$ cat src/rtl/imm_extend_pipe_pkg.sv
// Shared definitions for the pipelined immediate generator: form codes,
// the per-stage record and the instruction-field decode helper.
package imm_pkg;

  localparam logic [2:0] IMM_DP_ROT = 3'b000;
  localparam logic [2:0] IMM_MEM12  = 3'b001;
  localparam logic [2:0] IMM_BR     = 3'b010;
  localparam logic [2:0] IMM_MEMH   = 3'b011;
  localparam logic [2:0] IMM_DP_RAW = 3'b100;

  localparam int IMM_XLEN_DEFAULT = 32;

  // value is always 32 bits; BR keeps its sign in bit 31 for later extension
  typedef struct packed {
    logic        valid;
    logic [2:0]  mode;
    logic [31:0] value;
    logic [3:0]  rot;
    logic        carry;
    logic        illegal;
  } imm_stage_t;

  function automatic imm_stage_t imm_decode(input logic [2:0]  src,
                                            input logic [23:0] instr,
                                            input logic        cin);
    imm_stage_t r;
    r         = '0;
    r.valid   = 1'b1;
    r.mode    = src;
    r.carry   = cin;
    case (src)
      IMM_DP_ROT: begin
        r.value = {24'h000000, instr[7:0]};
        r.rot   = instr[11:8];
      end
      IMM_MEM12:  r.value = {20'h00000, instr[11:0]};
      IMM_BR:     r.value = {{6{instr[23]}}, instr[23:0], 2'b00};
      IMM_MEMH:   r.value = {24'h000000, instr[11:8], instr[3:0]};
      IMM_DP_RAW: r.value = {24'h000000, instr[7:0]};
      default:    r.illegal = 1'b1;
    endcase
    return r;
  endfunction

endpackage

$ cat src/rtl/imm_extend_pipe_if.sv
// Decode-stage bus between the pipeline/hazard logic (master) and the
// immediate generator (slave).
interface imm_extend_pipe_if
  import imm_pkg::*;
#(
  parameter int XLEN = IMM_XLEN_DEFAULT
);
  logic            in_valid;
  logic            stall;
  logic            flush;
  logic [23:0]     Instr;
  logic [2:0]      ImmSrc;
  logic            CarryIn;
  logic            out_valid;
  logic [XLEN-1:0] ExtImm;
  logic            ImmCarry;
  logic            ImmIllegal;

  modport master (
    output in_valid, stall, flush, Instr, ImmSrc, CarryIn,
    input  out_valid, ExtImm, ImmCarry, ImmIllegal
  );

  modport slave (
    input  in_valid, stall, flush, Instr, ImmSrc, CarryIn,
    output out_valid, ExtImm, ImmCarry, ImmIllegal
  );
endinterface

$ cat src/rtl/imm_extend_pipe_rotator.sv
// 32-bit rotate-right by twice the 4-bit rotate field, with the
// data-processing shifter carry-out.
module imm_rotator (
  input  logic [31:0] value_i,
  input  logic [3:0]  rot_i,
  input  logic        carry_i,
  output logic [31:0] result_o,
  output logic        carry_o
);
  logic [4:0] amt_s;

  // a shift by 32 yields zero, so rot = 0 degenerates to a pass-through
  always_comb begin
    amt_s    = {rot_i, 1'b0};
    result_o = (value_i >> amt_s) | (value_i << (6'd32 - {1'b0, amt_s}));
    if (rot_i != 4'd0) begin
      carry_o = result_o[31];
    end else begin
      carry_o = carry_i;
    end
  end
endmodule

$ cat src/rtl/imm_extend_pipe.sv
// Pipelined immediate generator: decode, optional pre-rotation stage,
// rotation/carry selection and a registered output stage.
module imm_extend_pipe
  import imm_pkg::*;
#(
  parameter int XLEN   = IMM_XLEN_DEFAULT,
  parameter int STAGES = 1
) (
  input logic         clk,
  input logic         reset,
  imm_extend_pipe_if.slave bus
);

  generate
    if (STAGES != 1 && STAGES != 2) begin : g_bad_stages
      $error("imm_extend_pipe: STAGES must be 1 or 2");
    end
    if (XLEN < 32) begin : g_bad_xlen
      $error("imm_extend_pipe: XLEN must be at least 32");
    end
  endgenerate

  imm_stage_t      front_s;
  imm_stage_t      rot_src_s;
  logic [31:0]     rot_res_s;
  logic            rot_carry_s;

  logic            out_valid_d, out_valid_q;
  logic [XLEN-1:0] ext_d, ext_q;
  logic            carry_d, carry_q;
  logic            illegal_d, illegal_q;

  // bubbles carry all-zero data so invalid stages never expose stale values
  always_comb begin
    if (bus.in_valid) begin
      front_s = imm_decode(bus.ImmSrc, bus.Instr, bus.CarryIn);
    end else begin
      front_s = '0;
    end
  end

  generate
    if (STAGES == 2) begin : g_two
      imm_stage_t a_q;

      // stage A holds the decoded, not yet rotated record
      always_ff @(posedge clk) begin
        if (reset) begin
          a_q <= '0;
        end else if (bus.flush) begin
          a_q <= '0;
        end else if (bus.stall) begin
          a_q <= a_q;
        end else begin
          a_q <= front_s;
        end
      end

      assign rot_src_s = a_q;
    end else begin : g_one
      assign rot_src_s = front_s;
    end
  endgenerate

  imm_rotator u_rot (
    .value_i  (rot_src_s.value),
    .rot_i    (rot_src_s.rot),
    .carry_i  (rot_src_s.carry),
    .result_o (rot_res_s),
    .carry_o  (rot_carry_s)
  );

  // only the branch offset is signed; every other form zero-extends
  always_comb begin
    out_valid_d = rot_src_s.valid;
    ext_d       = '0;
    carry_d     = 1'b0;
    illegal_d   = 1'b0;
    if (rot_src_s.valid) begin
      if (rot_src_s.mode == IMM_BR) begin
        ext_d = XLEN'($signed(rot_res_s));
      end else begin
        ext_d = XLEN'(rot_res_s);
      end
      carry_d   = rot_carry_s;
      illegal_d = rot_src_s.illegal;
    end else begin
      ext_d     = '0;
      carry_d   = 1'b0;
      illegal_d = 1'b0;
    end
  end

  // output stage; flush beats stall so a killed entry never lingers
  always_ff @(posedge clk) begin
    if (reset) begin
      out_valid_q <= 1'b0;
      ext_q       <= '0;
      carry_q     <= 1'b0;
      illegal_q   <= 1'b0;
    end else if (bus.flush) begin
      out_valid_q <= 1'b0;
      ext_q       <= '0;
      carry_q     <= 1'b0;
      illegal_q   <= 1'b0;
    end else if (bus.stall) begin
      out_valid_q <= out_valid_q;
      ext_q       <= ext_q;
      carry_q     <= carry_q;
      illegal_q   <= illegal_q;
    end else begin
      out_valid_q <= out_valid_d;
      ext_q       <= ext_d;
      carry_q     <= carry_d;
      illegal_q   <= illegal_d;
    end
  end

  assign bus.out_valid  = out_valid_q;
  assign bus.ExtImm     = ext_q;
  assign bus.ImmCarry   = carry_q;
  assign bus.ImmIllegal = illegal_q;

endmodule

$ cat src/flat_wrapper.sv
// flat-port wrapper written by rule: the top's interface ports become plain ports
module imm_extend_pipe_flat import imm_pkg::*;
#(
  parameter int XLEN   = IMM_XLEN_DEFAULT,
  parameter int STAGES = 1
)
  (clk, reset, bus_in_valid, bus_stall, bus_flush, bus_Instr, bus_ImmSrc, bus_CarryIn, bus_out_valid, bus_ExtImm, bus_ImmCarry, bus_ImmIllegal);
  imm_extend_pipe_if #(.XLEN(XLEN)) bus_i ();
  input logic clk;
  input logic reset;
  input wire logic [$bits(bus_i.in_valid)-1:0] bus_in_valid;
  input wire logic [$bits(bus_i.stall)-1:0] bus_stall;
  input wire logic [$bits(bus_i.flush)-1:0] bus_flush;
  input wire logic [$bits(bus_i.Instr)-1:0] bus_Instr;
  input wire logic [$bits(bus_i.ImmSrc)-1:0] bus_ImmSrc;
  input wire logic [$bits(bus_i.CarryIn)-1:0] bus_CarryIn;
  output wire logic [$bits(bus_i.out_valid)-1:0] bus_out_valid;
  output wire logic [$bits(bus_i.ExtImm)-1:0] bus_ExtImm;
  output wire logic [$bits(bus_i.ImmCarry)-1:0] bus_ImmCarry;
  output wire logic [$bits(bus_i.ImmIllegal)-1:0] bus_ImmIllegal;
  assign bus_i.in_valid = bus_in_valid;
  assign bus_i.stall = bus_stall;
  assign bus_i.flush = bus_flush;
  assign bus_i.Instr = bus_Instr;
  assign bus_i.ImmSrc = bus_ImmSrc;
  assign bus_i.CarryIn = bus_CarryIn;
  assign bus_out_valid = bus_i.out_valid;
  assign bus_ExtImm = bus_i.ExtImm;
  assign bus_ImmCarry = bus_i.ImmCarry;
  assign bus_ImmIllegal = bus_i.ImmIllegal;
  imm_extend_pipe #(.XLEN(XLEN), .STAGES(STAGES)) u_core (.clk(clk), .reset(reset), .bus(bus_i));
endmodule
$ cat config.mk
export PLATFORM = sky130hd
export DESIGN_NAME = imm_extend_pipe_flat
export DESIGN_NICKNAME = d
export VERILOG_FILES = /design/src/rtl/imm_extend_pipe_pkg.sv /design/src/rtl/imm_extend_pipe_if.sv /design/src/rtl/imm_extend_pipe_rotator.sv /design/src/rtl/imm_extend_pipe.sv /design/src/flat_wrapper.sv
export SDC_FILE = /design/constraint.sdc
export NUM_CORES = 1
export LEC_CHECK = 0
export CAP_MARGIN = 30
export CORE_ASPECT_RATIO = 0.6
export CORE_MARGIN = 8
export CORE_UTILIZATION = 40
export CTS_CLUSTER_SIZE = 20
export DETAILED_ROUTE_END_ITERATION = 8
export PLACE_DENSITY = 0.72
export SYNTH_ARGS = -nofsm -noshare
export SYNTH_HDL_FRONTEND = slang
export SYNTH_SLANG_ARGS = --single-unit
$ cat constraint.sdc
create_clock -name clk -period 2.93 [get_ports clk]
set_clock_uncertainty 0.15 [all_clocks]
set_input_delay 0.293 -clock clk [delete_from_list [all_inputs] [get_ports clk]]
set_output_delay 0.293 -clock clk [all_outputs]
set_load 0.01 [all_outputs]
; ---- Yosys cells after proc, flatten, opt, wreduce, memory -nomap -nowiden
; Cells that the tools add are included.
[word_totals]
register_bits = 35
inputBits = 33
word_cells = 25
[classes]
mux = 8
bitwise_logic = 1
addsub = 1
n_eq_ne = 4
reduce_logical = 5
shift = 2
[op_table]
columns = operator, count
row1 = $pmux W32 S4, 1
row2 = $mux W42, 1
row3 = $mux W32, 1
row4 = $or A32 B32 Y32, 1
row5 = $shl A32 B6 Y32, 1
row6 = $shr A32 B5 Y32, 1
row7 = $eq A3 B2 Y1 const B, 2
row8 = $sub A6 B5 Y6 const A, 1
row9 = $reduce_or A5 Y1, 1
row10 = $mux W1, 4
row11 = $mux W4, 1
row12 = $reduce_bool A4 Y1, 1
row13 = $reduce_or A2 Y1, 2
row14 = $eq A3 B1 Y1 const B, 1
row15 = $eq A3 B3 Y1 const B, 1
row16 = $logic_not A3 Y1, 1

; ---- Logic depth before layout (Yosys ltp)
; Gate-level depths: netlist of the first run.
[depth]
ltp_word = 9
ltp_mapped = 14
ltp_nobuf = 10

; ---- Cells and area by module
; From an unflattened synthesis of the first run, not the netlist that was laid out.
[hier_totals]
hier_cells = 479
hier_area_um2 = 4423.0
[modules_own_cells]
columns = module, cells_each, area_each_um2, n_inst, seq_area_each_um2
row1 = imm_rotator, 289, 2813.9, 1, 0.0
row2 = imm_extend_pipe, 190, 1609.0, 1, 700.7

; ---- Worst setup path before layout of the first run
; Ideal clock, no wire load.
[synth_path]
path_kind = input -> register
from = input bus_ImmSrc[2]
to = register u_core.carry_q, in the netlist u_core.bus.ImmCarry
arrival_time_ns = 2.904
required_ns = 2.706
stages = 12
setup_slack_ns = -0.198
path_cell_list = buf_6 > or4b_4 > buf_6 > nor2_4 > inv_2 > ha_1 > inv_1 > clkbuf_1 > nand3_1 > o32ai_1 > a221oi_1 > a31oi_1
[synth_via]
elab_chain_len = 8
elab_cells_between_ends = 16
[synth_lines]
columns = element, line
row1 = from (decl), flat_wrapper.sv:15  ; input wire logic [$bits(bus_i.ImmSrc)-1:0] bus_ImmSrc;
row2 = $logic_not A3 Y1 / $eq A3 B3 Y1 (equally long branches), imm_extend_pipe_pkg.sv:31  ; case (src)
row3 = $mux W4 / $reduce_or A2 Y1 (equally long branches), n/a
row4 = $mux W42 *, imm_extend_pipe.sv:35  ; if (bus.in_valid) begin
row5 = $sub A6 B5 Y6 / $mux W42 (equally long branches), "imm_extend_pipe_rotator.sv:15, imm_extend_pipe.sv:35"
row6 = $shl A32 B6 Y32 / $shr A32 B5 Y32 (equally long branches), imm_extend_pipe_rotator.sv:15  ; result_o = (value_i >> amt_s) | (value_i << (6'd32 - {1'b0, amt_s}));
row7 = $or A32 B32 Y32, imm_extend_pipe_rotator.sv:15
row8 = $mux W1 *, imm_extend_pipe_rotator.sv:16  ; if (rot_i != 4'd0) begin
row9 = $mux W1 *, imm_extend_pipe.sv:79  ; if (rot_src_s.valid) begin
row10 = to (signal assigned), imm_extend_pipe.sv:109  ; carry_q <= carry_q;
row11 = to (signal assigned), imm_extend_pipe.sv:114  ; carry_q <= carry_d;
row12 = to (decl), imm_extend_pipe.sv:30  ; logic carry_d, carry_q;
; Mark *: on every way between the ends. The rest lies on a longest branch, timed or not.
; A chain may end at the register's enable or synchronous reset.

; ---- Final worst setup path of the first run
[layout_path]
from = input bus_in_valid
to = register u_core.ext_q[28], in the netlist u_core.bus.ExtImm[28]
[layout_via]
elab_chain_len = 5
elab_cells_between_ends = 6
[layout_lines]
columns = element, line
row1 = from (decl), flat_wrapper.sv:11  ; input wire logic [$bits(bus_i.in_valid)-1:0] bus_in_valid;
row2 = $mux W42 *, imm_extend_pipe.sv:35
row3 = $sub A6 B5 Y6, imm_extend_pipe_rotator.sv:15
row4 = $shl A32 B6 Y32, imm_extend_pipe_rotator.sv:15
row5 = $or A32 B32 Y32, imm_extend_pipe_rotator.sv:15
row6 = $mux W32 *, imm_extend_pipe.sv:79
row7 = to (signal assigned), imm_extend_pipe.sv:108  ; ext_q <= ext_q;
row8 = to (signal assigned), imm_extend_pipe.sv:113  ; ext_q <= ext_d;
row9 = to (decl), imm_extend_pipe.sv:29  ; logic [XLEN-1:0] ext_d, ext_q;
; Marked as above.

==> impl_metrics.json, run 1 <==
{
  "clkPwrFrac_pct": 38.4,
  "finalPower_w": 0.00137,
  "cts_root_buf": "clkbuf_16",
  "finalSetupViolations": 0,
  "fp.dieW_um": 126,
  "start_kind": "primary input",
  "fin_util_pct": 61.5,
  "yosysWarningCount": 0,
  "ys.flop_type": "dfxtp_1",
  "port-buffer-count": 67,
  "pwr-share-comb_pct": 26.4,
  "gp_congestion": 0.952,
  "grt_pass1_wl_um": 19100,
  "grt_pass1_vias": 3495,
  "endpoint": "u_core.bus.ExtImm[28]",
  "min_period_ps": 2840,
  "core.rowCount": 24,
  "place_inst": 591,
  "yosysSeqAreaShare_pct": 24.1,
  "cts_buffers": 5,
  "fin_ws_ps": 92.6,
  "hold_viol": 0,
  "antenna_found_initial": 0,
  "synthCells": 396,
  "h-tree-depth": 2,
  "critPathLaunch": "bus_in_valid",
  "r2r_cells": 2,
  "synth_area_leaders": "dfxtp_1 (24%), mux2i_1 (5.5%), a21oi_1 (5.3%)",
  "critPathKind": "primary input to flip-flop",
  "r2r_end": "u_core.bus.ExtImm[21]",
  "synthesis.nets": 430,
  "ys_seq_elements": 35,
  "leakage_nw": 1.58,
  "postRouteAntennaNets": 0,
  "grt_max_degree": 28,
  "place_ws_ps": -411,
  "cts_tree": "yes",
  "vias": 3654,
  "fin_crit_sh_pct": 96.8,
  "r2r_slack_ps": 1860,
  "track_usage_pct": 23.3,
  "p_sw_w": 0.000413,
  "async_reset_ff_share_pct": 0,
  "hp-class": "flip-flop to flip-flop",
  "power.internal_w": 0.000955,
  "dieArea_um2": 10300,
  "r2r_start": "u_core.bus.ExtImm[21]",
  "ioPinCount": 68,
  "drc": 0,
  "avgSynthCellArea_um2": 7.33,
  "globalRouteOverflowTotal": 0,
  "mostFrequentLayoutCells": "buf_4 (67), clkdlybuf4s50_1 (66), nand2_1 (39), dfxtp_1 (35)",
  "drt_iter0_drc": 656,
  "tightest_slew_ps": 515,
  "core-area_um2": 7150,
  "areaGrowthSynthToFinish_pct": 51.4,
  "netlist.area_leader.share_pct": 24.1,
  "routed_via_density": 6.10,
  "synth_edf_count": 0,
  "layout.nets": 541,
  "powerDensity_nw_per_um2": 311,
  "required_ps": 3000,
  "whs_ps": 312,
  "clk-insertion-delay-late_ps": 280,
  "ys_types": 61,
  "ctsHoldBuffers": 0,
  "timing.fmax_mhz": 352,
  "slew_viol_final": 0,
  "dr.pass1.iters": 5,
  "initial_utilization_pct": 40.6,
  "worstPathArrival_ps": 2910,
  "layout_commonest_cell": "buf_4",
  "post-cts-setup-buffer-count": 0,
  "sequentialPowerShare_pct": 35.2,
  "wl_per_cell_um": 20.4,
  "cts.reportedPaths.clkPinSlew_ps": 60,
  "status": "completed",
  "p_sw_share_pct": 30.2,
  "worst-path-max-fanout": 8,
  "drive_above_1_share_pct": 21.3,
  "netlist_area_um2": 2900,
  "final_cells": 599,
  "clockBufferDepth": 2,
  "crit_path_end_kind": "flip-flop",
  "ir_worst_vdd_v": 0.000207,
  "antenna_cells": 0,
  "dieHeight_um": 82,
  "synth_top_cell_by_area": "dfxtp_1",
  "cap_violations": 0,
  "finalWirelength_um": 12200,
  "max_slew_margin_pct": 65.4,
  "dp.final_hpwl_um": 9610,
  "cts_sinks": 35
}
## state kept, by name, indices dropped and copies added (netlist names)
signal and flops:
u_core.bus.ExtImm 32, u_core.bus.out_valid 1, u_core.bus.ImmCarry 1, u_core.bus.ImmIllegal 1
## power groups by stage
stage               logic [W]  clock network, W  registers [W]
global route         0.000384          0.000556       0.000481
CTS                  0.000347          0.000524       0.000481
floorplan            0.000176                 0       0.000493
finish               0.000362          0.000525       0.000481
detailed placement   0.000344                 0       0.000491
global placement     0.000338                 0       0.000491
## repair_timing
item,4_1_cts,5_1_grt
hold endpoints to repair,0,0
gates cloned,0,0
setup endpoints to repair,13,22
resized for setup,3,13
pin swaps,0,5
## routing by layer
| layer | global-route usage, % | vias up | part of all wire, % | wire (um) |
|---|---|---|---|---|
| met1 | 33.4 | 1710 | 49 | 6040 |
| met4 | 6.67 | 0 | 1.5 | 180 |
| li1 | - | 1717 | - | - |
| met3 | 7.39 | 18 | 10 | 1280 |
| met5 | 0 | - | 0 | 0 |
| met2 | 32.3 | 209 | 39 | 4750 |
## critical path, stage by stage
cell	delay, ps
clkdlybuf4s50_1	490
or4b_4	490
nor2_4	110
inv_2	60
ha_4	280
inv_1	90
buf_12	150
o21ai_0	410
o21ai_1	110
a211o_1	280
a21oi_1	140
## through the flow
step / cell area, um2 / setup TNS (ps)
after detailed placement: 4180 / -8230
after global placement: 4180 / -6650
after global routing: 4400 / -17.0
after floorplan: 3010 / -275
final: 4400 / 0
after CTS: 4330 / 0
## worst min path at each step
stage,startpoint,cells after the start,slack (ps),end
after global routing,u_core.bus.out_valid,2,340,u_core.bus.out_valid
final,u_core.bus.ExtImm[7],2,310,u_core.bus.ExtImm[7]
after floorplan,bus_Instr[20],2,270,u_core.bus.ExtImm[22]
after global placement,u_core.bus.ExtImm[7],2,290,u_core.bus.ExtImm[7]
after CTS,u_core.bus.out_valid,2,320,u_core.bus.out_valid
after detailed placement,u_core.bus.ExtImm[26],2,310,u_core.bus.ExtImm[26]
## cells in the mapped netlist, types with 5 or more instances
cell,number
nand3_1,15
clkbuf_1,22
dfxtp_1,35
nor2b_1,9
inv_1,5
nor3_1,17
o21ai_0,29
o21bai_1,7
a21oi_1,31
a211oi_1,13
nor2_1,32
a22oi_1,11
nand2_1,41
nand3b_1,6
mux2i_1,16
buf_2,5
and2_1,7
nand2b_1,8
o221ai_1,8
## kinds of logic after synthesis
logic type / share of synthesized area [%]
AOI/OAI and AO/OA: 37.0
muxes: 6.29
buffers and inverters: 5.90
xor gates and xnor gates: 0.302
adders and majority gates: 0.431
and+or+nand+nor: 26.0
DFF: 24.1
## layout make-up
cell class | count | area, um2
well taps | 91 | 114
clock buffers | 6 | 129
inverters | 6 | 22.5
repair buffers | 137 | 1220
multi-input cells | 322 | 2190
flip-flops and latches | 35 | 701
fillers | 657 | 2750
clock inverters | 2 | 12.5
(Power assumes the default switching activity.)
==> run 2: changes to the inputs <==
--- a/config.mk
+++ b/config.mk
@@ -8,10 +8,11 @@
 export CAP_MARGIN = 30
 export CORE_ASPECT_RATIO = 0.6
 export CORE_MARGIN = 8
-export CORE_UTILIZATION = 40
+export CORE_UTILIZATION = 47
+export CTS_BUF_LIST = sky130_fd_sc_hd__clkbuf_4
 export CTS_CLUSTER_SIZE = 20
 export DETAILED_ROUTE_END_ITERATION = 8
-export PLACE_DENSITY = 0.72
+export PLACE_DENSITY = 0.82
 export SYNTH_ARGS = -nofsm -noshare
 export SYNTH_HDL_FRONTEND = slang
 export SYNTH_SLANG_ARGS = --single-unit
==> run 2 against run 1 <==
Effect of this change:
- critical path depth stayed put
- count of clock-buffer cells in the layout decreased by 1
- total power shrank 11%
- non-clock buffer count down 5
- sequential power about the same
- final area decreased by 3.9%
- utilization rose by 8.2 points
- first-iteration DRC count is 31% lower
- setup slack lost 16 ps
- critical endpoint is now u_core.bus.ExtImm[19]
==> impl_metrics.json, run 2 (same netlist as run 1, synthesis figures left out) <==
{
  "crit_path_end_kind": "flip-flop",
  "drt_iter0_drc": 453,
  "gp_congestion": 0.951,
  "final_cells": 587,
  "critPathSlowestCell": "or4b_4",
  "fin_tns_setup_ps": 0,
  "slew_viol_final": 0,
  "initial_utilization_pct": 48.0,
  "start_kind": "primary input",
  "multiInputGateArea_um2": 2150,
  "cts_sinks": 35,
  "grt_max_degree": 28,
  "powerDensity_nw_per_um2": 288,
  "worst-path-max-fanout": 7,
  "finalWirelength_um": 12100,
  "finalSetupViolations": 0,
  "drive_above_1_share_pct": 19.5,
  "slowest_delay_ps": 580,
  "dr.pass1.iters": 5,
  "grt_pass1_wl_um": 19200,
  "core-area_um2": 6060,
  "dp.final_hpwl_um": 9480,
  "max_slew_margin_pct": 60.5,
  "required_ps": 3100,
  "leakage_nw": 1.52,
  "antenna_cells": 0,
  "vias": 3730,
  "cap_violations": 0,
  "track_usage_pct": 26.0,
  "holdPathEnd": "u_core.bus.ImmIllegal",
  "r2r_slack_ps": 1790,
  "fp.dieW_um": 117,
  "cp_top_family": "compound AO/OA/AOI/OAI gates",
  "grt_pass1_vias": 3559,
  "globalRouteOverflowTotal": 0,
  "hold_viol": 0,
  "clk-insertion-delay-late_ps": 370,
  "hold_path_depth": 2,
  "antenna_found_initial": 0,
  "status": "completed",
  "min_period_ps": 2850,
  "port-buffer-count": 67,
  "dieArea_um2": 9030,
  "fin_util_pct": 69.8,
  "critPathKind": "primary input to flip-flop",
  "ir_worst_vdd_v": 0.000192,
  "n_fill_cell": 517,
  "fin_crit_sh_pct": 97.4,
  "crit_buf_inv": 2,
  "wl_per_cell_um": 20.6,
  "layout.nets": 536,
  "place_inst": 579,
  "drc": 0,
  "areaGrowthSynthToFinish_pct": 45.5,
  "finalPower_w": 0.00122,
  "clockBufferDepth": 2,
  "post-cts-setup-buffer-count": 0,
  "r2r_end": "u_core.bus.ExtImm[13]",
  "r2r_cells": 2,
  "layout_commonest_cell": "clkdlybuf4s50_1",
  "postRouteAntennaNets": 0,
  "cts_root_buf": "clkbuf_4",
  "cts.repair.resized": 0,
  "h-tree-depth": 2,
  "cp_cell_sequence": "clkdlybuf4s50_1 > or4b_4 > nor2_4 > inv_2 > ha_4 > o21bai_4 > a221oi_4 > o21ai_2 > o31ai_1 > a22oi_1 > o21ai_0",
  "seqCellArea_um2": 701,
  "r2r_start": "u_core.bus.ExtImm[13]",
  "cts_tree": "yes",
  "ctsHoldBuffers": 0,
  "fin_ws_ps": 76.2,
  "ioPinCount": 68,
  "timing.fmax_mhz": 350,
  "dieHeight_um": 76.9,
  "largest_reg_flops": 32,
  "worstHoldStart": "u_core.bus.ImmIllegal",
  "hp-class": "flip-flop to flip-flop",
  "routed_via_density": 6.35,
  "mostFrequentLayoutCells": "clkdlybuf4s50_1 (66), buf_4 (65), nand2_1 (40), dfxtp_1 (35), nor2_1 (32)",
  "place_ws_ps": -308,
  "worstPathArrival_ps": 3020,
  "core.rowCount": 22,
  "rsz0062_at_grt": "no",
  "cts.reportedPaths.clkPinSlew_ps": 140,
  "cts_buffers": 5,
  "tightest_slew_ps": 592
}
[run 2: cell count changes in the layout (fill, tap and decap cells not counted), sizes merged]
cell | previous run | this run
buf | 70 | 65
bufinv | 0 | 1
clkbuf | 6 | 5
clkinv | 1 | 2
dlygate4sd2 | 1 | 0
dlymetal6s2s | 0 | 1
inv | 6 | 5
[run 2: worst max-delay path by stage]
stage	start	endpoint	cells after the start
floorplan	bus_ImmSrc[2]	u_core.bus.ExtImm[20]	12
global placement	bus_ImmSrc[1]	u_core.bus.ExtImm[17]	11
finish	bus_ImmSrc[1]	u_core.bus.ExtImm[19]	11
global route	bus_ImmSrc[1]	u_core.bus.ExtImm[17]	11
CTS	bus_ImmSrc[1]	u_core.bus.ExtImm[18]	11
detailed placement	bus_ImmSrc[1]	u_core.bus.ImmCarry	10
[run 2: cell type report]
| type | count | area share [%] |
|---|---|---|
| clock buffer | 5 | 0.889 |
| clock inverter | 3 | 1.04 |
| inverter | 6 | 0.622 |
| multi-input combinational | 322 | 50.9 |
| sequential | 35 | 16.6 |
| tap | 84 | 2.49 |
| timing repair buffer | 132 | 27.5 |
[run 2: per-stage QoR]
stage	area (um2)	hold slack (ps)
final	4220	328
after global routing	4220	338
after CTS	4190	325
after detailed placement	4110	297
after global placement	4110	288
after floorplan	3010	274
[run 2: metal layers]
metal,GRT usage [%],vias to the layer above,part of all wire [%]
li1,-,1716,-
met1,36.3,1735,45
met2,36.5,261,40
met3,9.36,18,14
met4,6.10,0,1.3
met5,0,-,0
[run 2: worst min-delay path: stages (launching register included)]
cell and delay (ps):
dfxtp_1 340, nand2_1 60, a21oi_1 50
[run 2: power by group]
group / total [W] / switching (W) / internal (W) / leakage (nW)
Combinational: 0.000353 / 0.000196 / 0.000157 / 1.19
Sequential: 0.000481 / 0.00000194 / 0.000479 / 0.282
Clock: 0.000383 / 0.000203 / 0.000179 / 0.0452
Total: 0.00122 / 0.000401 / 0.000816 / 1.52
